==> config.mk <==
export PLATFORM = sky130hd
export DESIGN_NAME = term_ctrl
export DESIGN_NICKNAME = d
export VERILOG_FILES = /design/src/rtl/term_ctrl_pkg.sv /design/src/rtl/term_ctrl_strobe.sv /design/src/rtl/term_ctrl.sv
export SDC_FILE = /design/constraint.sdc
export NUM_CORES = 1
export LEC_CHECK = 0
export ABC_AREA = 1
export BUFFER_PORTS_ARGS = -buffer_cell sky130_fd_sc_hd__buf_2
export CAP_MARGIN = 20
export CORE_MARGIN = 2
export CORE_UTILIZATION = 40
export DETAILED_ROUTE_END_ITERATION = 10
export PLACE_DENSITY = 0.53
export SLEW_MARGIN = 10
export SYNTH_ARGS = -nofsm -noshare
export SYNTH_HDL_FRONTEND = slang
export SYNTH_SLANG_ARGS = --single-unit
==> constraint.sdc <==
create_clock -name clk -period 2.2 [get_ports clk]
set_input_delay 0.55 -clock clk [delete_from_list [all_inputs] [get_ports clk]]
set_output_delay 0.55 -clock clk [all_outputs]
set_load 0.05 [all_outputs]
==> src/rtl/term_ctrl_pkg.sv <==
// Shared constants for the terminal byte front end:
// control codes, write types and FSM state encodings.
package term_ctrl_pkg;

  localparam logic [7:0] CH_BS  = 8'h08;
  localparam logic [7:0] CH_LF  = 8'h0A;
  localparam logic [7:0] CH_FF  = 8'h0C;
  localparam logic [7:0] CH_CR  = 8'h0D;
  localparam logic [7:0] CH_ESC = 8'h1B;
  localparam logic [7:0] CH_SP  = 8'h20;
  localparam logic [7:0] CH_Y   = 8'h59;
  localparam logic [7:0] CH_DEL = 8'h7F;

  localparam logic [1:0] DT_CHAR = 2'd0;
  localparam logic [1:0] DT_COL  = 2'd1;
  localparam logic [1:0] DT_ROW  = 2'd2;

  typedef enum logic [3:0] {
    ST_IDLE,
    ST_ESC,
    ST_ESC_R,
    ST_ESC_C,
    ST_CLR_C,
    ST_CLR_R,
    ST_CLR_FILL,
    ST_WR1,
    ST_WR2
  } state_e;

  typedef enum logic [1:0] {
    SB_IDLE,
    SB_SETUP,
    SB_STROBE,
    SB_HOLD
  } sb_state_e;

endpackage

==> src/rtl/term_ctrl_strobe.sv <==
// Write-port sequencer: SETUP -> STROBE x STB_W -> HOLD.
// Ports: start/data/dtype in; vc_* to terminal, done high on HOLD.
module term_ctrl_strobe
  import term_ctrl_pkg::*;
#(
  parameter int STB_W = 1
) (
  input  logic       clk,
  input  logic       reset,
  input  logic       start,
  input  logic [7:0] data,
  input  logic [1:0] dtype,
  output logic [7:0] vc_data,
  output logic       vc_dstrobe,
  output logic [1:0] vc_dtype,
  output logic       done
);

  localparam int CW = (STB_W > 1) ? $clog2(STB_W) : 1;
  localparam logic [CW-1:0] CNT_LAST = CW'(STB_W - 1);

  sb_state_e     st_q;
  logic [CW-1:0] cnt_q;

  assign done = (st_q == SB_HOLD);

  // start is only honoured from IDLE or HOLD, so a chained
  // write goes HOLD -> SETUP with no idle cycle between.
  always_ff @(posedge clk or posedge reset) begin
    if (reset) begin
      st_q       <= SB_IDLE;
      cnt_q      <= '0;
      vc_data    <= 8'h00;
      vc_dtype   <= DT_CHAR;
      vc_dstrobe <= 1'b0;
    end else begin
      unique case (st_q)
        SB_IDLE, SB_HOLD: begin
          if (start) begin
            st_q     <= SB_SETUP;
            vc_data  <= data;
            vc_dtype <= dtype;
          end else begin
            st_q <= SB_IDLE;
          end
        end
        SB_SETUP: begin
          st_q       <= SB_STROBE;
          vc_dstrobe <= 1'b1;
          cnt_q      <= '0;
        end
        SB_STROBE: begin
          if (cnt_q == CNT_LAST) begin
            st_q       <= SB_HOLD;
            vc_dstrobe <= 1'b0;
          end else begin
            cnt_q <= cnt_q + CW'(1);
          end
        end
        default: st_q <= SB_IDLE;
      endcase
    end
  end

endmodule

==> src/rtl/term_ctrl.sv <==
// Byte-stream front end: decodes bytes/ESC-Y, sequences writes.
// Ports: in_* handshake, busy, vc_* write port, cur_row/cur_col.
module term_ctrl
  import term_ctrl_pkg::*;
#(
  parameter int         COLS     = 80,
  parameter int         ROWS     = 30,
  parameter int         STB_W    = 1,
  parameter logic [7:0] CLR_CHAR = 8'h20
) (
  input  logic       clk,
  input  logic       reset,
  input  logic [7:0] in_data,
  input  logic       in_valid,
  output logic       in_ready,
  output logic       busy,
  output logic [7:0] vc_data,
  output logic       vc_dstrobe,
  output logic [1:0] vc_dtype,
  output logic [5:0] cur_row,
  output logic [6:0] cur_col
);

  localparam logic [6:0]  COL_MAX = 7'(COLS - 1);
  localparam logic [5:0]  ROW_MAX = 6'(ROWS - 1);
  localparam logic [11:0] CNT_MAX = 12'(COLS * ROWS - 1);

  state_e      state_q, state_d;
  logic [5:0]  row_q, row_d;
  logic [6:0]  col_q, col_d;
  logic [5:0]  esc_r_q, esc_r_d;
  logic [7:0]  pend_data_q, pend_data_d;
  logic [1:0]  pend_dtype_q, pend_dtype_d;
  logic        go_q, go_d;
  logic [11:0] cnt_q, cnt_d;

  logic       start;
  logic [7:0] st_data;
  logic [1:0] st_dtype;
  logic       done;
  logic       accept;
  logic [5:0] row_nxt;
  logic [7:0] arg;
  logic [5:0] r_arg;
  logic [6:0] c_arg;
  logic       is_print;

  assign in_ready = (state_q == ST_IDLE) ||
                    (state_q == ST_ESC) ||
                    (state_q == ST_ESC_R) ||
                    (state_q == ST_ESC_C);
  assign busy     = ~in_ready;
  assign accept   = in_valid & in_ready;
  assign cur_row  = row_q;
  assign cur_col  = col_q;

  assign row_nxt  = (row_q == ROW_MAX) ? 6'd0 : row_q + 6'd1;
  assign is_print = (in_data >= CH_SP) && (in_data != CH_DEL);

  // ESC-Y arguments: offset by 0x20, low bytes pin to 0,
  // high bytes clamp to the last row/column.
  assign arg   = in_data - CH_SP;
  assign r_arg = (in_data < CH_SP) ? 6'd0 :
                 (arg > {2'b00, ROW_MAX}) ? ROW_MAX :
                 arg[5:0];
  assign c_arg = (in_data < CH_SP) ? 7'd0 :
                 (arg > {1'b0, COL_MAX}) ? COL_MAX :
                 arg[6:0];

  always_comb begin
    state_d      = state_q;
    row_d        = row_q;
    col_d        = col_q;
    esc_r_d      = esc_r_q;
    pend_data_d  = pend_data_q;
    pend_dtype_d = pend_dtype_q;
    go_d         = 1'b0;
    cnt_d        = cnt_q;
    start        = go_q;
    st_data      = pend_data_q;
    st_dtype     = pend_dtype_q;

    // Mirror follows whatever write just reached HOLD.
    if (done) begin
      unique case (vc_dtype)
        DT_COL: col_d = vc_data[6:0];
        DT_ROW: row_d = vc_data[5:0];
        default: begin
          if (col_q == COL_MAX) begin
            col_d = 7'd0;
            row_d = row_nxt;
          end else begin
            col_d = col_q + 7'd1;
          end
        end
      endcase
    end

    unique case (state_q)
      ST_IDLE: begin
        if (accept) begin
          unique case (1'b1)
            (in_data == CH_CR): begin
              pend_data_d  = 8'h00;
              pend_dtype_d = DT_COL;
              state_d      = ST_WR2;
              go_d         = 1'b1;
            end
            (in_data == CH_LF): begin
              pend_data_d  = {2'b00, row_nxt};
              pend_dtype_d = DT_ROW;
              state_d      = ST_WR2;
              go_d         = 1'b1;
            end
            (in_data == CH_BS): begin
              if (col_q != 7'd0) begin
                pend_data_d  = {1'b0, col_q - 7'd1};
                pend_dtype_d = DT_COL;
                state_d      = ST_WR2;
                go_d         = 1'b1;
              end
            end
            (in_data == CH_FF): begin
              pend_data_d  = 8'h00;
              pend_dtype_d = DT_COL;
              state_d      = ST_CLR_C;
              go_d         = 1'b1;
            end
            (in_data == CH_ESC): state_d = ST_ESC;
            is_print: begin
              pend_data_d  = in_data;
              pend_dtype_d = DT_CHAR;
              state_d      = ST_WR2;
              go_d         = 1'b1;
            end
            default: ;
          endcase
        end
      end
      ST_ESC: begin
        if (accept)
          state_d = (in_data == CH_Y) ? ST_ESC_R : ST_IDLE;
      end
      ST_ESC_R: begin
        if (accept) begin
          esc_r_d = r_arg;
          state_d = ST_ESC_C;
        end
      end
      ST_ESC_C: begin
        if (accept) begin
          pend_data_d  = {1'b0, c_arg};
          pend_dtype_d = DT_COL;
          state_d      = ST_WR1;
          go_d         = 1'b1;
        end
      end
      ST_WR1: begin
        if (done) begin
          start    = 1'b1;
          st_data  = {2'b00, esc_r_q};
          st_dtype = DT_ROW;
          state_d  = ST_WR2;
        end
      end
      ST_WR2: begin
        if (done) state_d = ST_IDLE;
      end
      ST_CLR_C: begin
        if (done) begin
          start    = 1'b1;
          st_data  = 8'h00;
          st_dtype = DT_ROW;
          state_d  = ST_CLR_R;
        end
      end
      ST_CLR_R: begin
        if (done) begin
          start    = 1'b1;
          st_data  = CLR_CHAR;
          st_dtype = DT_CHAR;
          cnt_d    = 12'd0;
          state_d  = ST_CLR_FILL;
        end
      end
      ST_CLR_FILL: begin
        if (done) begin
          if (cnt_q == CNT_MAX) begin
            state_d = ST_IDLE;
          end else begin
            start    = 1'b1;
            st_data  = CLR_CHAR;
            st_dtype = DT_CHAR;
            cnt_d    = cnt_q + 12'd1;
          end
        end
      end
      default: state_d = ST_IDLE;
    endcase
  end

  always_ff @(posedge clk or posedge reset) begin
    if (reset) begin
      state_q      <= ST_IDLE;
      row_q        <= 6'd0;
      col_q        <= 7'd0;
      esc_r_q      <= 6'd0;
      pend_data_q  <= 8'h00;
      pend_dtype_q <= DT_CHAR;
      go_q         <= 1'b0;
      cnt_q        <= 12'd0;
    end else begin
      state_q      <= state_d;
      row_q        <= row_d;
      col_q        <= col_d;
      esc_r_q      <= esc_r_d;
      pend_data_q  <= pend_data_d;
      pend_dtype_q <= pend_dtype_d;
      go_q         <= go_d;
      cnt_q        <= cnt_d;
    end
  end

  term_ctrl_strobe #(
    .STB_W(STB_W)
  ) u_strobe (
    .clk       (clk),
    .reset     (reset),
    .start     (start),
    .data      (st_data),
    .dtype     (st_dtype),
    .vc_data   (vc_data),
    .vc_dstrobe(vc_dstrobe),
    .vc_dtype  (vc_dtype),
    .done      (done)
  );

endmodule
; ---- Word level (Yosys, flattened, before mapping)
; Cells that the tools add are included.
; Widths: inputs -> output; s select.
[op_classes]
add_sub_neg = 6
mux = 64
bitwise = 4
n_reduce_logical = 25
magnitude_cmp = 4
n_eq_ne = 38
[ops]
columns = cell, count
row1 = $mux 8, 8
row2 = $pmux 8 s4, 2
row3 = $mux 4, 11
row4 = $mux 12, 3
row5 = $pmux 4 s9, 1
row6 = $eq 8x4->1 const B, 4
row7 = $mux 6, 4
row8 = $ne 2x2->1 const B, 12
row9 = $pmux 12 s2, 1
row10 = $mux 7, 3
row11 = $mux 2, 9
row12 = $eq 4x3->1 const B, 4
row13 = $pmux 4 s4, 1
row14 = $pmux 8 s2, 1
row15 = $pmux 7 s2, 1
row16 = $add 12x1->12 const B, 1
row17 = $eq 12x12->1 const B, 1
row18 = $pmux 2 s3, 2
row19 = $pmux 6 s2, 1
row20 = $reduce_and 12->1, 1
row21 = $pmux 1 s2, 5
row22 = $mux 1, 9
row23 = $eq 4x2->1 const B, 2
row24 = $eq 8x5->1 const B, 1
row25 = other kinds (37), 53
[word_totals]
regBits = 60
out_inout_bits = 26

; ---- Depth between registers and ports, before layout
; Gate-level depths: netlist of run 1.
[logic_depth]
ltp_word = 7
depth_mapped = 13
depth_no_buf = 12

; ---- Cells and area by module
; Synthesis of run 1 repeated with hierarchy kept, for this count alone.
[unflattened]
hier_cells = 589
area_unflattened_um2 = 4086.4
[modules_own_cells]
columns = module, instances, seq_area_each_um2, area_per_inst_um2, cells_each
row1 = term_ctrl, 1, 1151.1, 3543.4, 532
row2 = term_ctrl_strobe, 1, 325.3, 543.0, 57

; ---- Worst setup path after synthesis of run 1
; No wires, ideal clock.
[synth_path]
kind = register to register
start = reg col_q[1], in the netlist cur_col[1]
end = reg row_q[0], in the netlist cur_row[0]
setup_time_ns = 0.082
t_arrival_ns = 1.813
slack_ns = 0.305
stages_incl_launch_ff = 11
t_required_ns = 2.118
path_cell_list = dfrtp_1 -> ha_1 -> nand2_1 -> inv_1 -> nand2_1 -> nor2_1 -> nor2_1 -> nor3_2 -> buf_4 -> nor2_1 -> a31oi_1
[synth_via]
elab_chain_len = 3
[synth_lines]
columns = element, line
row1 = from (decl), term_ctrl.sv:30  ; logic [6:0] col_q, col_d;
row2 = from (signal assigned), term_ctrl.sv:215  ; col_q <= col_d;
row3 = $eq 7x7->1, term_ctrl.sv:89  ; if (col_q == COL_MAX) begin
row4 = $reduce_bool 2->1 (no line), --
row5 = $reduce_and 3->1 (no line), --
row6 = to (signal assigned), term_ctrl.sv:214  ; row_q <= row_d;
row7 = to (decl), term_ctrl.sv:29  ; logic [5:0] row_q, row_d;
; Every way passes these cells.
; A chain may end at the register's enable or synchronous reset.

; ---- Worst setup path after layout of run 1
[layout_path]
start = reg state_q[2]
end = out in_ready
[layout_via]
elab_chain_len = 4
elab_cells_between_ends = 7
cone_classes = eq/ne (3) / reduce/logical (4)
[layout_lines]
columns = element, line
row1 = from (decl), term_ctrl.sv:28  ; state_e state_q, state_d;
row2 = from (signal assigned), term_ctrl.sv:213  ; state_q <= state_d;
row3 = $eq 4x1->1 or $logic_not 4->1 (tied branches), "term_ctrl.sv:49, term_ctrl.sv:48"
row4 = $logic_or 1x1->1, term_ctrl.sv:48  ; assign in_ready = (state_q == ST_IDLE) ||
row5 = $logic_or 1x1->1, term_ctrl.sv:49  ; (state_q == ST_ESC) ||
row6 = $logic_or 1x1->1 *, term_ctrl.sv:50  ; (state_q == ST_ESC_R) ||
row7 = to (decl), term_ctrl.sv:15  ; output logic in_ready,
; Mark *: on every way between the ends. The rest lies on a longest branch, timed or not.

==> metrics list, run 1 <==
- Compared with the post-synthesis result, the final layout area differs by 12.70%.
- Vias in the first global route: 3468
- At the worst endpoint, the arrival time is about 1.4 ns.
- Hold Crit Class: in2async
* Global route hottest layer: met1
* Die X-Extent: between 100 and 150 um
- Maximum cell stage delay along the critical path: 0.43 ns
* DR WL/cell: about 14 um
- Maximum achievable frequency: ~520 MHz
* Post-detailed-placement half-perimeter wirelength: between 8000 and 9000 um
- Traced cell by cell, the critical path runs through nor2_2 -> buf_2.
- For this configuration, the core starts out at a cell density of 0.4142.
- Buffers on Ports: 36
- For this run, design rule violations remaining after detail routing come to 0.
- Global routing finished with a remaining overflow of 0.
* Area of the core: 9819 um2
* Worst slew pin tran: roughly 0.64 ns
- Reg clk slew, reported paths: around 0.060 ns
- Peak supply drop: 0.2055 mV
- From bottom edge to top edge, the die measures 104.8 um.
- Of the synthesized area, sequential elements account for 0.3630.
- Finished Cell Area: between 4000 and 5000 um2
* Gate count after technology mapping: between 500 and 600
* Distinct cell type count of the synthesized netlist: between 40 and 50
- Final hold violation count: 0
* Share of final-layout standard cells stronger than drive strength 1: 0.1610
- Post-CTS resize count: 0
- TritonCTS created 9 clock buffers.
- The flow ran to the end, and the final reports show no timing, DRC or antenna violations.
- Critical path's top delay family: flip-flops
- For the worst setup path, the data required time is roughly 1.7 ns.
* Vias per inst: just over 5
- The slowest stage of the critical path belongs to the cell dfrtp_1.
- Tmin final: roughly 1.9 ns
- For this design, the CTS-stage hold fixing added 0 buffers.
- Synth Net Count: between 500 and 600
- The floorplan step defined a die boundary enclosing 10990 um2.
- Top_reg_cell synth: dfrtp_1
- Clock tree from TritonCTS: done
- The clock drives 59 sinks.
- The count of nets left with antenna violations once routing finished came out at 0.
- Yosys mapped a number of flops with a built-in enable equal to 0.
- The share of synthesized area in the top cell type comes to 0.3630.
- In the finished design, the share of the clock period the worst path needs comes to 0.8680.
- Synth async-reset ratio: 1.000
- Dominant cells by area after synthesis: dfrtp_1 36%, nand2_1 13%, nor2_1 7.8%
* Crit Path Max Fanout: 6
- Dividing the synthesized area by the synthesized cell count gives 7.111 um2.
- Fill cells in the final layout number 1061.
* Clock buffer depth: 2
- In this run the tightest slew margin relative to its limit is 0.5697.
- Together, buffers and inverters on the worst path number 1.
* Category of the worst setup path launch point: flip-flop
- The H-tree generated during clock tree synthesis spans 3 levels.
* Number of rows created at floorplan: 36
- Summed over all instances, the cell type with the most area after synthesis is dfrtp_1.
* #FFs+latches synth: between 50 and 60
* Root Buffer: clkbuf_8
- Power spread over the standard cell area amounts to between 400 and 500 nW/um2.
- For this run, the total global-route usage over all layers was measured as 0.2045.
- During synthesis, Yosys emitted a total of 0 warnings.
- Lkg Pwr: about 2.3 nW
* Crit Path Category: reg2out
* Placed cell area: 4405 um2
- Global-route track usage on met1: 0.3115
- Top-Level Pins: 37
- Final routed wirelength across all metal layers: 10640 um
* End-of-flow core utilization: 0.4669
- The congestion estimate from routability-driven global placement came to between 0.8 and 0.9.
* 1st-pass router iterations: 9
- Critical Path Sink Type: output pin
- The routed layout has 3789 vias.
- Max cap viols: 0
- Met2 usage: 0.2885
- Leaving out fill and tap cells, the most frequent cell in the layout is nand2_1.
- The mapped netlist covers 4068 um2.
* RSZ-0062 raised after global routing: false
- In the final timing run, aggregate negative setup slack is 0 ns.
* Worst clock skew: between 0.009 and 0.01 ns
- Maximum number of pins on one net before global-route repair: 60
- Setup violations remaining at the end of the flow were counted as 0.
- The initial antenna violation count is 0.
* Met3 layer usage reported by global route: 0.03182
- Wire length of the first global-routing pass: approximately 18000 um
- Antenna cells: 0
* Max Transition Viols Final: 0
- Total Nets Final: between 600 and 700
- Commonest non-fill, non-tap cells in the layout: 139 x nand2_1, 84 x nor2_1, 64 x inv_1
- Clock insertion delay at the later pin of the skew report: approximately 0.35 ns
- Number of buffers inserted to repair setup after CTS: 0
- The first routing iteration left ~280 violations.
## logic make-up after synthesis
group	synth area share
fa+ha+maj	0.02768
flops	0.3630
xor+xnor	0.01723
compound gates	0.1058
buf+inv	0.08612
simple gates	0.4002
## Yosys cell counts, drive strengths merged, types with 2 or more instances
cell type	instances
inv	70
ha	9
a31oi	8
dfrtp	59
clkbuf	2
o21a	3
nand2	153
xnor2	2
o22ai	5
nor2	98
nand3	59
o31ai	2
buf	8
nor3	10
nand4	17
a21oi	9
xor2	6
o21ai	44
## per-layer routing
metal	vias to the layer above	routed length (um)
li1	1954	-
met1	1747	5452
met2	77	4577
met3	11	442
met4	0	169
met5	-	0
## path summary, 6_finish.rpt
kind	startpoint	depth (start not counted)	slack, ns	to
worst max-delay path	state_q[2]$_DFFE_PP0P_	2	0.29	in_ready
worst min-delay path	reset	3	0.24	u_strobe.vc_dstrobe$_DFFE_PP0P_
worst max register to register	state_q[1]$_DFFE_PP0P_	8	0.43	pend_data_q[2]$_DFFE_PP0P_
worst min register to register	pend_data_q[2]$_DFFE_PP0P_	2	0.48	pend_data_q[2]$_DFFE_PP0P_
max in group asynchronous	reset	3	1.66	cnt_q[10]$_DFFE_PP0P_
min in group clk	pend_data_q[2]$_DFFE_PP0P_	2	0.48	pend_data_q[2]$_DFFE_PP0P_
## through the flow
step	worst slack [ns]	hold WS (ns)	instances	total power, mW
2_1_floorplan	0.1937	0.4488	572	1.191
3_3_place_gp	0.2598	0.4687	739	1.231
3_5_place_dp	0.2019	0.4662	739	1.233
4_1_cts	0.2666	0.2719	754	2.145
5_1_grt	0.1908	0.2804	754	2.216
6_report	0.2903	0.2396	754	2.122
## sequential cells by signal (all words and copies together), names as in the netlist, 4 cells and up
| name | count |
|---|---|
| esc_r_q | 6 |
| state_q | 4 |
| cur_row | 6 |
| u_strobe.vc_data | 8 |
| cur_col | 7 |
| pend_data_q | 8 |
| cnt_q | 12 |
## area by class of cell
cell class | count | area (um2) | area share
Multi-Input combinational cell | 432 | 2241 | 0.4888
Sequential cell | 59 | 1476 | 0.3221
Inverter | 71 | 269.0 | 0.05868
Timing Repair Buffer | 44 | 252.7 | 0.05513
Clock buffer | 13 | 168.9 | 0.03684
Tap cell | 133 | 166.4 | 0.03630
Clock inverter | 2 | 10.01 | 0.002183
## power by group
part / internal (mW) / switching (mW) / total (mW)
clock network: 0.491 / 0.420 / 0.911
registers: 1.08 / 0 / 1.08
logic: 0.0353 / 0.0913 / 0.127
total: 1.61 / 0.511 / 2.12
## tightest hold or removal path, cell delays in order
cell and delay (ns):
buf_2 0.10, inv_2 0.06, buf_12 0.27
Power figures use the tool's default switching activity.
==> run 2: changes to the inputs <==
- PLACE_DENSITY: 0.53 -> 0.68
==> run 2 against run 1 <==
Clock-buffer cell count rose by 1. Utilization decreased by 0.22 points. Worst hold slack improved by 0.0072 ns. Clock power decreased by 2.6%. Sequential power is essentially flat. Final area fell by 0.46%. Fmax down 0.51%. Final cell count decreased by 0.13%. Worst setup slack lost 0.0098 ns. Critical path depth unchanged. Clock skew is 0.0025 ns lower. First-iteration DRC count is 40% lower. Critical path type unchanged. Largest power group unchanged.
==> metrics list, run 2 (same netlist as run 1, synthesis figures left out) <==
- For the worst flop-to-flop path, the logic depth is 10.
- RSZ-0062 raised after global routing: false
- Static timing analysis puts the maximum clock frequency at around 520 MHz.
* Max reg flops: 12
* GRT Util Overall: 0.1892
* TritonCTS sink count: 59
- Area taken by flip-flops and latches: between 1000 and 1500 um2
* Lkg Pwr: roughly 2.3 nW
* Via total after detailed routing: around 3800
- The library cells used most frequently in the layout, excluding fill and tap cells, are 139 x nand2_1, 84 x nor2_1, 64 x inv_1.
- Summed negative setup slack over all endpoints: 0 ns
* Maximum cell stage delay along the critical path: ~0.42 ns
- Area overhead of the layout relative to synthesis: 12.18%
- Number of buffers inserted to repair setup after CTS: 0
* Max cap viols: 0
- Critical Path Sink Type: output pin
- The via count of the first global-routing pass is about 3500.
* Critical path's top delay family: flip-flops
* DR WL/cell: approximately 13 um
- The worst hold path belongs to the class in2async.
- Final Wtd Congestion: between 0.9 and 1
- For this run, design rule violations remaining after detail routing come to 0.
- For this configuration, the core starts out at a cell density of 0.4142.
- In this run the remaining antenna-violating nets after routing total 0.
- Post-detailed-placement half-perimeter wirelength: 7776 um
- Crit Path Category: reg2out
- Launch instance of the worst register-to-register path: u_strobe.st_q[1]$_DFF_PP0_
- STA puts the critical path data required time at roughly 1.7 ns.
* Share of final-layout standard cells stronger than drive strength 1: 0.1565
- The count of buffers added on input and output ports is 36.
- STA classifies the critical path startpoint as a flip-flop.
* Worst slew pin tran: approximately 0.53 ns
- Endpoints failing setup: 0
- Run status: finished, final reports clean
- Clock tree from TritonCTS: done
* Number of antenna violations at the first check in global routing: 0
- Final routed wirelength across all metal layers: 10010 um
- Area of the core: about 9800 um2
- In the finished design, the share of the clock period the worst path needs comes to 0.8725.
- The die covers around 11000 um2.
* Largest register by flop count: cnt_q
- The worst-case IR drop observed on VDD is 0.2371 mV.
- The final layout contains roughly 640 nets.
* 1st-pass router iterations: 6
- End-of-flow core utilization: 0.4647
- Relative slew slack: 0.6413
* Top-Level Pins: 37
- The root buffer cell chosen for the clock tree is clkbuf_8.
- The worst register-to-register path ends at state_q[1]$_DFFE_PP0P_.
- The library cell used most frequently in the layout, excluding fill and tap cells, is nand2_1.
- The number of failing hold endpoints at the final stage was 0.
* Max Transition Viols Final: 0
* Wire length of the first global-routing pass: between 15000 and 20000 um
- Counting both buffers and inverters, the worst setup path holds a total of 1.
* Clock buffer count from CTS: 9
* Tmin final: between 1.5 and 2 ns
* Largest registers: cnt_q (12), pend_data_q (8), u_strobe.vc_data (8)
- In this run the core area contains 36 standard-cell rows.
- In the final layout, the multi-input gates occupy roughly 2200 um2.
- Worst endpoint data arrival time: about 1.4 ns
- Setup slack of the worst register-to-register path: 0.49 ns
- Die X-Extent: roughly 100 um
- Antenna cells: 0
- Total gr overflow: 0
- Maximum number of pins on one net before global-route repair: 60
- Number of fill cells: 1033
* Clock buffer depth: 2
- Between clock sinks in the finished design, the worst skew comes to around 0.0074 ns.
- After clock tree synthesis, the flow added hold-fix buffers numbering 0.
- Of all nets on the critical path, the largest fanout is 6.
- Cell with the largest stage delay on the worst path: dfrtp_1
- Power density over the cells: between 400 and 500 nW/um2
* Vert. Die Dim: 104.8 um
- Gates resized during post-CTS repair numbered 0.
* Reg clk slew, reported paths: roughly 0.07 ns
- Vias per inst: approximately 5.1
- In this run the number of H-tree levels came out at 3.
- Traced cell by cell, the critical path runs through nor2_2 -> buf_2.
- For the worst-skew pair, the clock arrives at the later sink with an insertion delay of approximately 0.34 ns.
- The first routing iteration left roughly 170 violations.
==> run 2: cell type report <==
cell class              count  share of cell area
multi-input cells         432              0.4911
flip-flops and latches     59              0.3236
inverters                  71             0.05895
repair buffers             42             0.05210
well taps                 133             0.03647
clock buffers              14             0.03565
clock inverters             2            0.002194
==> run 2: per-stage QoR <==
step / cell area, um2 / cells / power [mW] / hold WS (ns) / worst slack (ns)
2_1_floorplan: 4068 / 572 / 1.191 / 0.4488 / 0.1937
3_3_place_gp: 4390 / 737 / 1.229 / 0.4675 / 0.2780
3_5_place_dp: 4390 / 737 / 1.230 / 0.4699 / 0.2566
4_1_cts: 4563 / 753 / 2.112 / 0.2696 / 0.2679
5_1_grt: 4563 / 753 / 2.191 / 0.2882 / 0.2085
6_report: 4563 / 753 / 2.097 / 0.2468 / 0.2805
==> run 2: tightest hold or removal path: stages <==
cell and delay (ns):
buf_2 0.10, inv_2 0.06, buf_12 0.28
==> run 2: worst max-delay path by stage <==
| stage | start | to | slack, ns | depth (start not counted) |
|---|---|---|---|---|
| 2_1_floorplan | reset | cnt_q[0]$_DFFE_PP0P_ | 0.19 | 1 |
| 3_3_place_gp | in_data[5] | pend_data_q[5]$_DFFE_PP0P_ | 0.28 | 8 |
| 3_5_place_dp | in_data[5] | pend_data_q[0]$_DFFE_PP0P_ | 0.26 | 9 |
| 4_1_cts | state_q[2]$_DFFE_PP0P_ | in_ready | 0.27 | 2 |
| 5_1_grt | state_q[2]$_DFFE_PP0P_ | in_ready | 0.21 | 2 |
| 6_report | state_q[2]$_DFFE_PP0P_ | in_ready | 0.28 | 2 |
==> run 2: per-layer routing <==
metal	track usage	wire [um]
met5	0	0
met4	0.06857	167
met3	0.04866	631
met2	0.2801	4350
met1	0.2662	4866
==> run 2: where the power goes <==
| part | switching [mW] | internal [mW] | leakage, nW |
|---|---|---|---|
| combinational | 0.0897 | 0.0353 | 1.40 |
| sequential | 0 | 1.08 | 0.809 |
| clock | 0.419 | 0.468 | 0.0905 |
| total | 0.509 | 1.59 | 2.30 |
